--- src/rtl/fir_cfg_pkg.sv ---
// Shared types and constants for the FIR coefficient loader: FSM states,
// the default lowpass half-set and the unique-coefficient count helper.
package fir_cfg_pkg;

  typedef enum logic [1:0] {
    IDLE  = 2'd0,
    LOAD  = 2'd1,
    FULL  = 2'd2,
    ERROR = 2'd3
  } state_t;

  // Default 13-tap lowpass half-set, index 6 is the centre tap (Q1.15).
  localparam logic signed [15:0] DEFAULT_COEFF [7] = '{
    16'sd6375, 16'sd1, -16'sd3656, 16'sd3, 16'sd4171, 16'sd4, 16'sd28404
  };

  function automatic int num_unique(input int taps);
    return (taps + 1) / 2;
  endfunction

endpackage

--- src/rtl/fir_coeff_loader_if.sv ---
// Host-side configuration handshake for the FIR coefficient loader:
// valid/ready word stream plus abort and commit controls.
interface fir_coeff_loader_if #(
  parameter int COEFF_W = 16
);
  logic               cfg_valid;
  logic               cfg_ready;
  logic [COEFF_W-1:0] cfg_data;
  logic               cfg_last;
  logic               cfg_abort;
  logic               commit_req;

  modport master (
    output cfg_valid, cfg_data, cfg_last, cfg_abort, commit_req,
    input  cfg_ready
  );

  modport slave (
    input  cfg_valid, cfg_data, cfg_last, cfg_abort, commit_req,
    output cfg_ready
  );
endinterface

--- src/rtl/fir_coeff_bank.sv ---
// NUM x W coefficient register bank with one indexed write port, a whole-bank
// parallel load and a flat parallel read bus; optional synchronous reset value.
module fir_coeff_bank #(
  parameter int NUM       = 7,
  parameter int W         = 16,
  parameter int IDX_W     = 3,
  parameter bit HAS_RESET = 1'b0
) (
  input  logic               clk,
  input  logic               srst,
  input  logic [NUM*W-1:0]   rst_data,
  input  logic               wr_en,
  input  logic [IDX_W-1:0]   wr_idx,
  input  logic [W-1:0]       wr_data,
  input  logic               bulk_en,
  input  logic [NUM*W-1:0]   bulk_data,
  output logic [NUM*W-1:0]   rd_data
);

  for (genvar gi = 0; gi < NUM; gi++) begin : g_word
    logic [W-1:0] word_q;

    // Bulk load wins over the indexed port so a commit is always all-or-nothing.
    always_ff @(posedge clk) begin
      if (HAS_RESET && srst) begin
        word_q <= rst_data[gi*W +: W];
      end else if (bulk_en) begin
        word_q <= bulk_data[gi*W +: W];
      end else if (wr_en && (wr_idx == IDX_W'(gi))) begin
        word_q <= wr_data;
      end
    end

    assign rd_data[gi*W +: W] = word_q;
  end

endmodule

--- src/rtl/fir_coeff_loader.sv ---
// Shadow/active coefficient loader for the symmetric FIR. Define
// FIR_COEFF_DEFAULT_EN to reset the active bank to the built-in lowpass set.
module fir_coeff_loader
  import fir_cfg_pkg::*;
#(
  parameter int TAP_NUM = 13,
  parameter int COEFF_W = 16
) (
  input  logic                                       sample_clock,
  input  logic                                       reset,
  fir_coeff_loader_if.slave                          cfg,
  output logic [num_unique(TAP_NUM)*COEFF_W-1:0]     coeff_active,
  output logic                                       coeff_update,
  output logic                                       busy,
  output logic                                       load_error,
  output logic [$clog2(num_unique(TAP_NUM)+1)-1:0]   load_count
);

  localparam int NUM_UNIQUE = num_unique(TAP_NUM);
  localparam int CNT_W      = $clog2(NUM_UNIQUE + 1);
  localparam logic [CNT_W-1:0] LAST_IDX = CNT_W'(NUM_UNIQUE - 1);

  state_t            state_q, state_d;
  logic [CNT_W-1:0]  cnt_q, cnt_d;
  logic              upd_q, upd_d;
  logic              shadow_wr;
  logic              commit;
  logic              xfer;
  logic [NUM_UNIQUE*COEFF_W-1:0] shadow_data;
  logic [NUM_UNIQUE*COEFF_W-1:0] reset_coeff;

`ifdef FIR_COEFF_DEFAULT_EN
  if (TAP_NUM != 13) begin : g_bad_taps
    $error("FIR_COEFF_DEFAULT_EN requires TAP_NUM = 13");
    assign reset_coeff = '0;
  end else begin : g_default
    for (genvar gi = 0; gi < NUM_UNIQUE; gi++) begin : g_word
      assign reset_coeff[gi*COEFF_W +: COEFF_W] = COEFF_W'(DEFAULT_COEFF[gi]);
    end
  end
`else
  assign reset_coeff = '0;
`endif

  // Ready depends only on state and abort, so the host may gate valid on it.
  assign cfg.cfg_ready = ((state_q == IDLE) || (state_q == LOAD)) && !cfg.cfg_abort;
  assign xfer          = cfg.cfg_valid && cfg.cfg_ready;

  always_comb begin
    state_d   = state_q;
    cnt_d     = cnt_q;
    upd_d     = 1'b0;
    shadow_wr = 1'b0;
    commit    = 1'b0;
    case (state_q)
      IDLE: begin
        if (xfer) begin
          shadow_wr = 1'b1;
          cnt_d     = CNT_W'(1);
          state_d   = cfg.cfg_last ? ERROR : LOAD;
        end
      end
      LOAD: begin
        if (cfg.cfg_abort) begin
          cnt_d   = '0;
          state_d = IDLE;
        end else if (xfer) begin
          shadow_wr = 1'b1;
          cnt_d     = cnt_q + 1'b1;
          if (cnt_q == LAST_IDX) begin
            state_d = cfg.cfg_last ? FULL : ERROR;
          end else if (cfg.cfg_last) begin
            state_d = ERROR;
          end
        end
      end
      FULL: begin
        if (cfg.cfg_abort) begin
          cnt_d   = '0;
          state_d = IDLE;
        end else if (cfg.commit_req) begin
          commit  = 1'b1;
          upd_d   = 1'b1;
          cnt_d   = '0;
          state_d = IDLE;
        end
      end
      ERROR: begin
        if (cfg.cfg_abort) begin
          cnt_d   = '0;
          state_d = IDLE;
        end
      end
      default: state_d = IDLE;
    endcase
  end

  always_ff @(posedge sample_clock) begin
    if (reset) begin
      state_q <= IDLE;
      cnt_q   <= '0;
      upd_q   <= 1'b0;
    end else begin
      state_q <= state_d;
      cnt_q   <= cnt_d;
      upd_q   <= upd_d;
    end
  end

  fir_coeff_bank #(
    .NUM       (NUM_UNIQUE),
    .W         (COEFF_W),
    .IDX_W     (CNT_W),
    .HAS_RESET (1'b0)
  ) u_shadow (
    .clk       (sample_clock),
    .srst      (reset),
    .rst_data  ('0),
    .wr_en     (shadow_wr),
    .wr_idx    (cnt_q),
    .wr_data   (cfg.cfg_data),
    .bulk_en   (1'b0),
    .bulk_data ('0),
    .rd_data   (shadow_data)
  );

  fir_coeff_bank #(
    .NUM       (NUM_UNIQUE),
    .W         (COEFF_W),
    .IDX_W     (CNT_W),
    .HAS_RESET (1'b1)
  ) u_active (
    .clk       (sample_clock),
    .srst      (reset),
    .rst_data  (reset_coeff),
    .wr_en     (1'b0),
    .wr_idx    ('0),
    .wr_data   ('0),
    .bulk_en   (commit),
    .bulk_data (shadow_data),
    .rd_data   (coeff_active)
  );

  assign coeff_update = upd_q;
  assign busy         = (state_q != IDLE);
  assign load_error   = (state_q == ERROR);
  assign load_count   = cnt_q;

endmodule
--- src/flat_wrapper.sv ---
// flat-port wrapper written by rule: the top's interface ports become plain ports
module fir_coeff_loader_flat import fir_cfg_pkg::*;
#(
  parameter int TAP_NUM = 13,
  parameter int COEFF_W = 16
)
  (sample_clock, reset, coeff_active, coeff_update, busy, load_error, load_count, cfg_cfg_valid, cfg_cfg_data, cfg_cfg_last, cfg_cfg_abort, cfg_commit_req, cfg_cfg_ready);
  fir_coeff_loader_if #(.COEFF_W(COEFF_W)) cfg_i ();
  input  logic sample_clock;
  input  logic reset;
  output logic [num_unique(TAP_NUM)*COEFF_W-1:0] coeff_active;
  output logic coeff_update;
  output logic busy;
  output logic load_error;
  output logic [$clog2(num_unique(TAP_NUM)+1)-1:0] load_count;
  input wire logic [$bits(cfg_i.cfg_valid)-1:0] cfg_cfg_valid;
  input wire logic [$bits(cfg_i.cfg_data)-1:0] cfg_cfg_data;
  input wire logic [$bits(cfg_i.cfg_last)-1:0] cfg_cfg_last;
  input wire logic [$bits(cfg_i.cfg_abort)-1:0] cfg_cfg_abort;
  input wire logic [$bits(cfg_i.commit_req)-1:0] cfg_commit_req;
  output wire logic [$bits(cfg_i.cfg_ready)-1:0] cfg_cfg_ready;
  assign cfg_i.cfg_valid = cfg_cfg_valid;
  assign cfg_i.cfg_data = cfg_cfg_data;
  assign cfg_i.cfg_last = cfg_cfg_last;
  assign cfg_i.cfg_abort = cfg_cfg_abort;
  assign cfg_i.commit_req = cfg_commit_req;
  assign cfg_cfg_ready = cfg_i.cfg_ready;
  fir_coeff_loader #(.TAP_NUM(TAP_NUM), .COEFF_W(COEFF_W)) u_core (.sample_clock(sample_clock), .reset(reset), .cfg(cfg_i), .coeff_active(coeff_active), .coeff_update(coeff_update), .busy(busy), .load_error(load_error), .load_count(load_count));
endmodule
--- config.mk ---
export PLATFORM = sky130hd
export DESIGN_NAME = fir_coeff_loader_flat
export DESIGN_NICKNAME = d
export VERILOG_FILES = /design/src/rtl/fir_cfg_pkg.sv /design/src/rtl/fir_coeff_loader_if.sv /design/src/rtl/fir_coeff_bank.sv /design/src/rtl/fir_coeff_loader.sv /design/src/flat_wrapper.sv
export SDC_FILE = /design/constraint.sdc
export NUM_CORES = 1
export LEC_CHECK = 0
export ABC_AREA = 1
export ABC_CLOCK_PERIOD_IN_PS = 3100
export CORE_ASPECT_RATIO = 1.5
export CORE_MARGIN = 1.5
export CORE_UTILIZATION = 50
export DETAILED_ROUTE_END_ITERATION = 16
export HOLD_SLACK_MARGIN = 0.15
export PLACE_DENSITY = 0.83
export RECOVER_POWER = 50
export SYNTH_ARGS = -nofsm -noshare
export SYNTH_HDL_FRONTEND = slang
export SYNTH_HIERARCHICAL = 1
export SYNTH_SLANG_ARGS = --single-unit
--- constraint.sdc ---
create_clock -name sample_clock -period 3.1 [get_ports sample_clock]
set_clock_uncertainty 0.05 [all_clocks]
set_input_delay 0.93 -clock sample_clock [delete_from_list [all_inputs] [get_ports sample_clock]]
set_output_delay 0.93 -clock sample_clock [all_outputs]
set_load 0.05 [all_outputs]
==> key figures, run 1 <==
STA
  – Relative slew slack: 47.8%
  – RSZ-0062 raised after global routing: no
  – Setup TNS Final: 0 ns
  – Least-Margin Pin Slew: 0.783 ns
  – Maximum clock frequency: 0.336 GHz
  – Final worst-path cycle share: 96.0%
  – Final slew viol count: 0
  – Hold Slack: 0.539 ns
  – Minimum clock period: 2.98 ns
  – Endpoints failing setup: 0
  – Final Hold Viols: 0

Layout
  – Layout Utilization: 65.0%
  – Ant diodes: 0
  – Layout area overhead: 28.2%
  – # fillers: 1,661
  – Layout cells sized above 1: 4.57%
  – # nets final: 1,608
  – Non-filler cells in the finished layout: 1,871
  – Most common cell after layout, fill and taps aside: nand2_1
  – Most frequent cells in the layout: nand2_1, conb_1, edfxtp_1, clkdlybuf4s50_1, clkbuf_16

Min path
  – HP Class: flop to flop

Detailed routing
  – 1st-iter DRT viols: 884
  – Routed vias: 8,614
  – Post-DR vias/cell: 4.60
  – Total routed wirelength: 26,300 um
  – Pre-antenna DRT Iters: 5
  – Routed WL per cell: 14.1 um
  – Final ANT Viol Nets: 0
  – DRC viols: 0

Floorplan
  – Die span in y: 184 um
  – Chip width: 124 um
  – Starting density of the core: 50.7%
  – DIE AREA: 22,800 um2
  – # IOs: 141
  – Core Area: 21,600 um2
  – Site Rows: 66

Global route
  – Top Usage Layer GRT: met2
  – Antenna violations before repair: 0
  – Largest net degree at the start of global routing: 114
  – GR Util met3: 2.13%
  – Routing usage on met1: 30.8%
  – GRT Resource Usage Total: 23.6%
  – Global-route wire length before repair: 40,600 um
  – GR Layer Usage met2: 39.9%
  – Vias in the first global route: 7,886
  – Congestion Overflow GR: 0

Clock network
  – Cts repair resizes: 0
  – Root Buffer: clkbuf_16
  – Clock-pin slew on the worst setup and hold paths: 0.06 ns
  – Clk_lat worst skew: 0.51 ns
  – Setup bufs post-CTS: 0
  – Total CTS buffers: 21
  – Clk buf depth: 3
  – CTS tree: done
  – CTS H-tree depth: 1
  – Hold Buf Count CTS: 0
  – Clock sinks: 230

Outcome
  – Status: finished, final reports clean

Power and ir drop
  – Leakage: 6.45 nW
  – Power per Cell Area: 629 nW/um2
  – VDD IR-drop max: 0.449 mV
  – Total power: 8.81 mW

Critical path
  – End of the critical path: busy
  – Crit Path Class: flop to output pin
  – CP Capture Type: output pin
  – Arrival @ worst endpoint: 2.00 ns
  – R2R depth: 8
  – CP Launch Type: flop
  – CP required: 2.12 ns
  – Reg2Reg Capture Point: u_core/u_active/g_word[3].word_q[11]
  – Reg2reg start: u_core/state_q[1]
  – Worst R2R Setup Slack: 0.79 ns
  – CP max FO: 5
  – Worst setup startpoint: u_core/state_q[1]

Synthesis
  – Yosys reg bits: 230
  – Share of the synthesized area in the top cell type: 61.5%
  – Post-synthesis sequential area ratio: 62.6%
  – Area leader, netlist: edfxtp_1
  – Count of mapped cells out of synthesis: 1,201
  – Avg Cell Area, Syn: 9.10 um2
  – Top area cells in the synthesized netlist: edfxtp_1, nand2_1, nand2_4
  – Netlist cell types: 29
  – Count of warnings emitted by yosys: 6
  – Post-Syn Area: 10,900 um2

Placed design
  – Port buffer count: 140
  – HPWL after DPL: 18,700 um
  – Placed Cells: 1,833
  – Final Wtd Congestion: 0.841

Job
  – Max_cap viols: 0
## layer usage
metal  wire length [um]  vias to the layer above
li1                   -                     4317
met4               1080                        0
met3               2300                       63
met5                  0                        -
met1              10200                     3794
met2              12700                      440
## layout make-up
cell class,count,area (um2),share of cell area [%]
inverters,21,81.3,0.580
multi-input cells,1146,4440,31.7
clock inverters,9,103,0.732
repair buffers,164,1630,11.6
well taps,272,340,2.43
clock buffers,29,576,4.11
flip-flops and latches,230,6850,48.8
## report_power, final
part,switching [mW],leakage (nW),internal (mW)
registers,0.141,2.28,3.85
logic,1.62,3.84,0.640
clock network,1.09,0.329,1.47
total,2.85,6.45,5.97
## registers in the layout (all words and copies together), names as in the netlist
name,cells
u_core/u_shadow/g_word.word_q,112
u_core/u_active/g_word.word_q,112
u_core/coeff_update,1
u_core/state_q,2
u_core/load_count,3
## worst max-delay path, stage by stage, from the launching register on
cell and delay, ns:
dfxtp_1 0.45, inv_2 0.10, nand2_1 0.13, clkdlybuf4s50_1 0.82
## cells by family after synthesis
| kind of cell | share of synthesized area, % |
|---|---|
| AOI/OAI and AO/OA | 0.687 |
| adders and majority gates | 0.229 |
| buffers and inverters | 4.36 |
| DFF | 62.6 |
| and+or+nand+nor | 32.1 |
| other | 0.0343 |
## how the worst min path moves through the flow
stage                            to  slack [ns]            startpoint  depth (start not counted)
2_1_floorplan   u_core/coeff_update        0.49     u_core/state_q[1]                          2
3_3_place_gp   u_core/load_count[2]        0.54  u_core/load_count[2]                          4
3_5_place_dp    u_core/coeff_update        0.54     u_core/state_q[1]                          2
4_1_cts         u_core/coeff_update        0.55     u_core/state_q[1]                          2
5_1_grt         u_core/coeff_update        0.58     u_core/state_q[1]                          2
6_report        u_core/coeff_update        0.54     u_core/state_q[1]                          2
## synth_stat cells, drive strengths merged
cell type    n
edfxtp     224
dfxtp        6
nor3         1
nor4         1
o22ai        1
clkbuf       4
a21oi        2
nand3        4
nand2      855
inv         21
nand4        1
ha           2
o21ai       11
conb         1
nor2        17
buf         50
## per-stage QoR
step	area (um2)	worst slack, ns
detailed placement	13500	0.260
floorplan	11900	0.464
finish	14000	0.123
global placement	13500	0.286
CTS	14200	0.107
global route	14000	0.0269
No activity file was read; power rests on OpenSTA's default activity.
==> inputs of run 2 (changes only) <==
Settings changed: GPL_TIMING_DRIVEN from default to 0, TNS_END_PERCENT from default to 5.
==> run 2 against run 1 <==
Final cell count is 2.4% higher. Critical path type is now primary input to output pin. Flip-flop and latch count stayed put. Routed wire length increased by 5.1%. Sequential power barely moved.
==> key figures, run 2 (same netlist as run 1, synthesis figures left out) <==
Outcome
  – Status: finished, final reports clean (unchanged)

Clock network
  – Clk buf depth: 3 (unchanged)
  – Total CTS buffers: 21 (unchanged)
  – Clock sinks: 230 (unchanged)
  – CTS H-tree depth: 1 (unchanged)
  – Clk_lat worst skew: 0.50 ns (was 0.51 ns)
  – CTS tree: done (unchanged)
  – Setup bufs post-CTS: 0 (unchanged)
  – Clock-pin slew on the worst setup and hold paths: 0.06 ns (about the same)
  – Root Buffer: clkbuf_16 (unchanged)

Critical path
  – Worst Path Buf+Inv: 2 (unchanged)
  – CP max FO: 6 (was 5)
  – Crit-path cells: clkdlybuf4s50_1 -> nor2_4 -> clkdlybuf4s15_2 (was inv_2 -> nand2_1 -> clkdlybuf4s50_1)
  – Reg2reg start: u_core/state_q[1] (unchanged)
  – R2R depth: 8 (unchanged)
  – CP Capture Type: output pin (unchanged)
  – CP Launch Type: primary input (was flop)
  – Crit Path Class: primary input to output pin (was flop to output pin)
  – Crit-path max cell delay: 0.55 ns (was 0.82 ns)
  – Crit path max-delay family: buffers and inverters (unchanged)
  – Worst R2R Setup Slack: 0.71 ns (was 0.79 ns)
  – Arrival @ worst endpoint: 2.05 ns (was 2.00 ns)
  – Reg2Reg Capture Point: u_core/u_active/g_word[5].word_q[2] (was u_core/u_active/g_word[3].word_q[11])
  – CP required: 2.12 ns (about the same)
  – CP max-delay cell: clkdlybuf4s50_1 (unchanged)

Layout
  – Non-filler cells in the finished layout: 1,915 (was 1,871)
  – # nets final: 1,652 (was 1,608)
  – Most common cell after layout, fill and taps aside: nand2_1 (unchanged)
  – Ant diodes: 0 (unchanged)
  – # fillers: 1,657 (was 1,661)
  – Most frequent cells in the layout: nand2_1, conb_1, edfxtp_1, clkdlybuf4s50_1, dlygate4sd3_1 (was nand2_1, conb_1, edfxtp_1, clkdlybuf4s50_1, clkbuf_16)
  – Fin area: 14,200 um2 (was 14,000 um2)
  – Layout cells sized above 1: 6.51% (was 4.57%)
  – Layout area overhead: 30.3% (was 28.2%)
  – Layout Utilization: 66.1% (was 65.0%)

Power and ir drop
  – Leakage: 6.62 nW (was 6.45 nW)
  – VDD IR-drop max: 0.578 mV (was 0.449 mV)
  – Power per Cell Area: 629 nW/um2 (about the same)

Global route
  – Global-route wire length before repair: 42,400 um (was 40,600 um)
  – GRT Resource Usage Total: 25.0% (was 23.6%)
  – Congestion Overflow GR: 0 (unchanged)
  – Antenna violations before repair: 0 (unchanged)
  – Largest net degree at the start of global routing: 18 (was 114)
  – Vias in the first global route: 8,121 (was 7,886)

STA
  – Final Hold Viols: 0 (unchanged)
  – Final slew viol count: 0 (unchanged)
  – Hold Slack: 0.556 ns (was 0.539 ns)
  – Final setup margin: 0.0659 ns (was 0.123 ns)
  – Least-Margin Pin Slew: 0.773 ns (was 0.783 ns)
  – Final worst-path cycle share: 97.9% (was 96.0%)
  – Maximum clock frequency: 0.330 GHz (was 0.336 GHz)
  – Endpoints failing setup: 0 (unchanged)
  – Relative slew slack: 48.3% (was 47.8%)
  – Minimum clock period: 3.03 ns (was 2.98 ns)
  – RSZ-0062 raised after global routing: no (unchanged)

Detailed routing
  – Metal3 WL: 2100 um (was 2300 um)
  – Wire length on met1: 10,400 um (was 10,200 um)
  – Uppermost layer routed: met4 (unchanged)
  – Routed WL per cell: 14.5 um (was 14.1 um)
  – Routed vias: 8,697 (was 8,614)
  – Pre-antenna DRT Iters: 5 (unchanged)
  – Total routed wirelength: 27,700 um (was 26,300 um)
  – 1st-iter DRT viols: 738 (was 884)
  – Final ANT Viol Nets: 0 (unchanged)
  – Post-DR vias/cell: 4.54 (was 4.60)
  – Met2 Routed Length: 14,000 um (was 12,700 um)
  – DRC viols: 0 (unchanged)

Floorplan
  – Core Area: 21,600 um2 (unchanged)
  – Die span in y: 184 um (unchanged)
  – Chip width: 124 um (unchanged)
  – DIE AREA: 22,800 um2 (unchanged)
  – Starting density of the core: 50.7% (unchanged)
  – Site Rows: 66 (unchanged)
  – # IOs: 141 (unchanged)

Placed design
  – Final Wtd Congestion: 0.868 (was 0.841)
  – Port buffer count: 140 (unchanged)
  – HPWL after DPL: 20,900 um (was 18,700 um)
  – Placed cell areas: 13,700 um2 (was 13,500 um2)
  – Placed Cells: 1,877 (was 1,833)
  – Placement Setup Slack: -0.374 ns (was 0.260 ns)

Min path
  – Cells on Worst Hold Path: 2 (unchanged)
  – Worst hold endpoint: u_core/coeff_update (unchanged)
  – Hold Startpoint: u_core/state_q[1] (unchanged)
  – HP Class: flop to flop (unchanged)

Job
  – Max_cap viols: 0 (unchanged)
==> run 2: changes by cell type in the layout (fill, tap and decap cells not counted), sizes merged <==
cell	before	now
buf	17	53
dlygate4sd3	17	41
clkdlybuf4s50	121	98
clkinv	4	7
bufinv	2	4
clkinvlp	1	3
clkbuf	38	37
clkdlybuf4s15	0	1
==> run 2: worst max path at each step <==
stage / from / to / cells after the start
final: cfg_cfg_abort / cfg_cfg_ready / 3
after global routing: u_core/state_q[1] / busy / 3
after CTS: cfg_cfg_abort / cfg_cfg_ready / 3
after detailed placement: cfg_cfg_abort / cfg_cfg_ready / 3
after global placement: cfg_cfg_abort / u_core/u_active/g_word[2].word_q[1] / 6
after floorplan: cfg_commit_req / u_core/u_active/g_word[0].word_q[0] / 6
==> run 2: repair_timing <==
item	4_1_cts	5_1_grt
setup endpoints to repair	1	0
hold endpoints to repair	0	0
hold buffers	0	0
gates resized for setup	3	0
==> run 2: tightest hold or removal path, stage by stage (launching register included) <==
cell and delay (ns):
dfxtp_1 0.38, inv_2 0.12, nor4_1 0.06
==> run 2: through the flow <==
step,setup TNS [ns],power [mW]
after floorplan,0,5.61
after global placement,-59.04,6.25
after detailed placement,-20.48,6.32
after CTS,0,8.99
after global routing,0,9.31
final,0,8.96
==> run 2: area by class of cell <==
| class | count | area, um2 | share of cell area (%) |
|---|---|---|---|
| Timing Repair Buffer | 154 | 1480 | 10.4 |
| Buffer | 54 | 338 | 2.37 |
| Tap cell | 272 | 340 | 2.39 |
| Multi-Input combinational cell | 1146 | 4450 | 31.2 |
| Sequential cell | 230 | 6850 | 48.0 |
| Clock buffer | 22 | 529 | 3.71 |
| Inverter | 21 | 81.3 | 0.571 |
| Clock inverter | 16 | 190 | 1.33 |
==> run 2: power by group <==
| part | total (mW) | switching [mW] | leakage, nW | internal (mW) |
|---|---|---|---|---|
| Clock | 2.69 | 1.11 | 0.344 | 1.58 |
| Sequential | 3.99 | 0.136 | 2.28 | 3.85 |
| Combinational | 2.28 | 1.64 | 3.99 | 0.636 |
| Total | 8.96 | 2.89 | 6.62 | 6.07 |
==> run 2: layer usage <==
layer / global-route usage [%] / vias to the layer above
li1: - / 4414
met1: 30.5 / 3805
met2: 44.8 / 406
met3: 2.72 / 72
met4: 9.79 / 0
met5: 0 / -
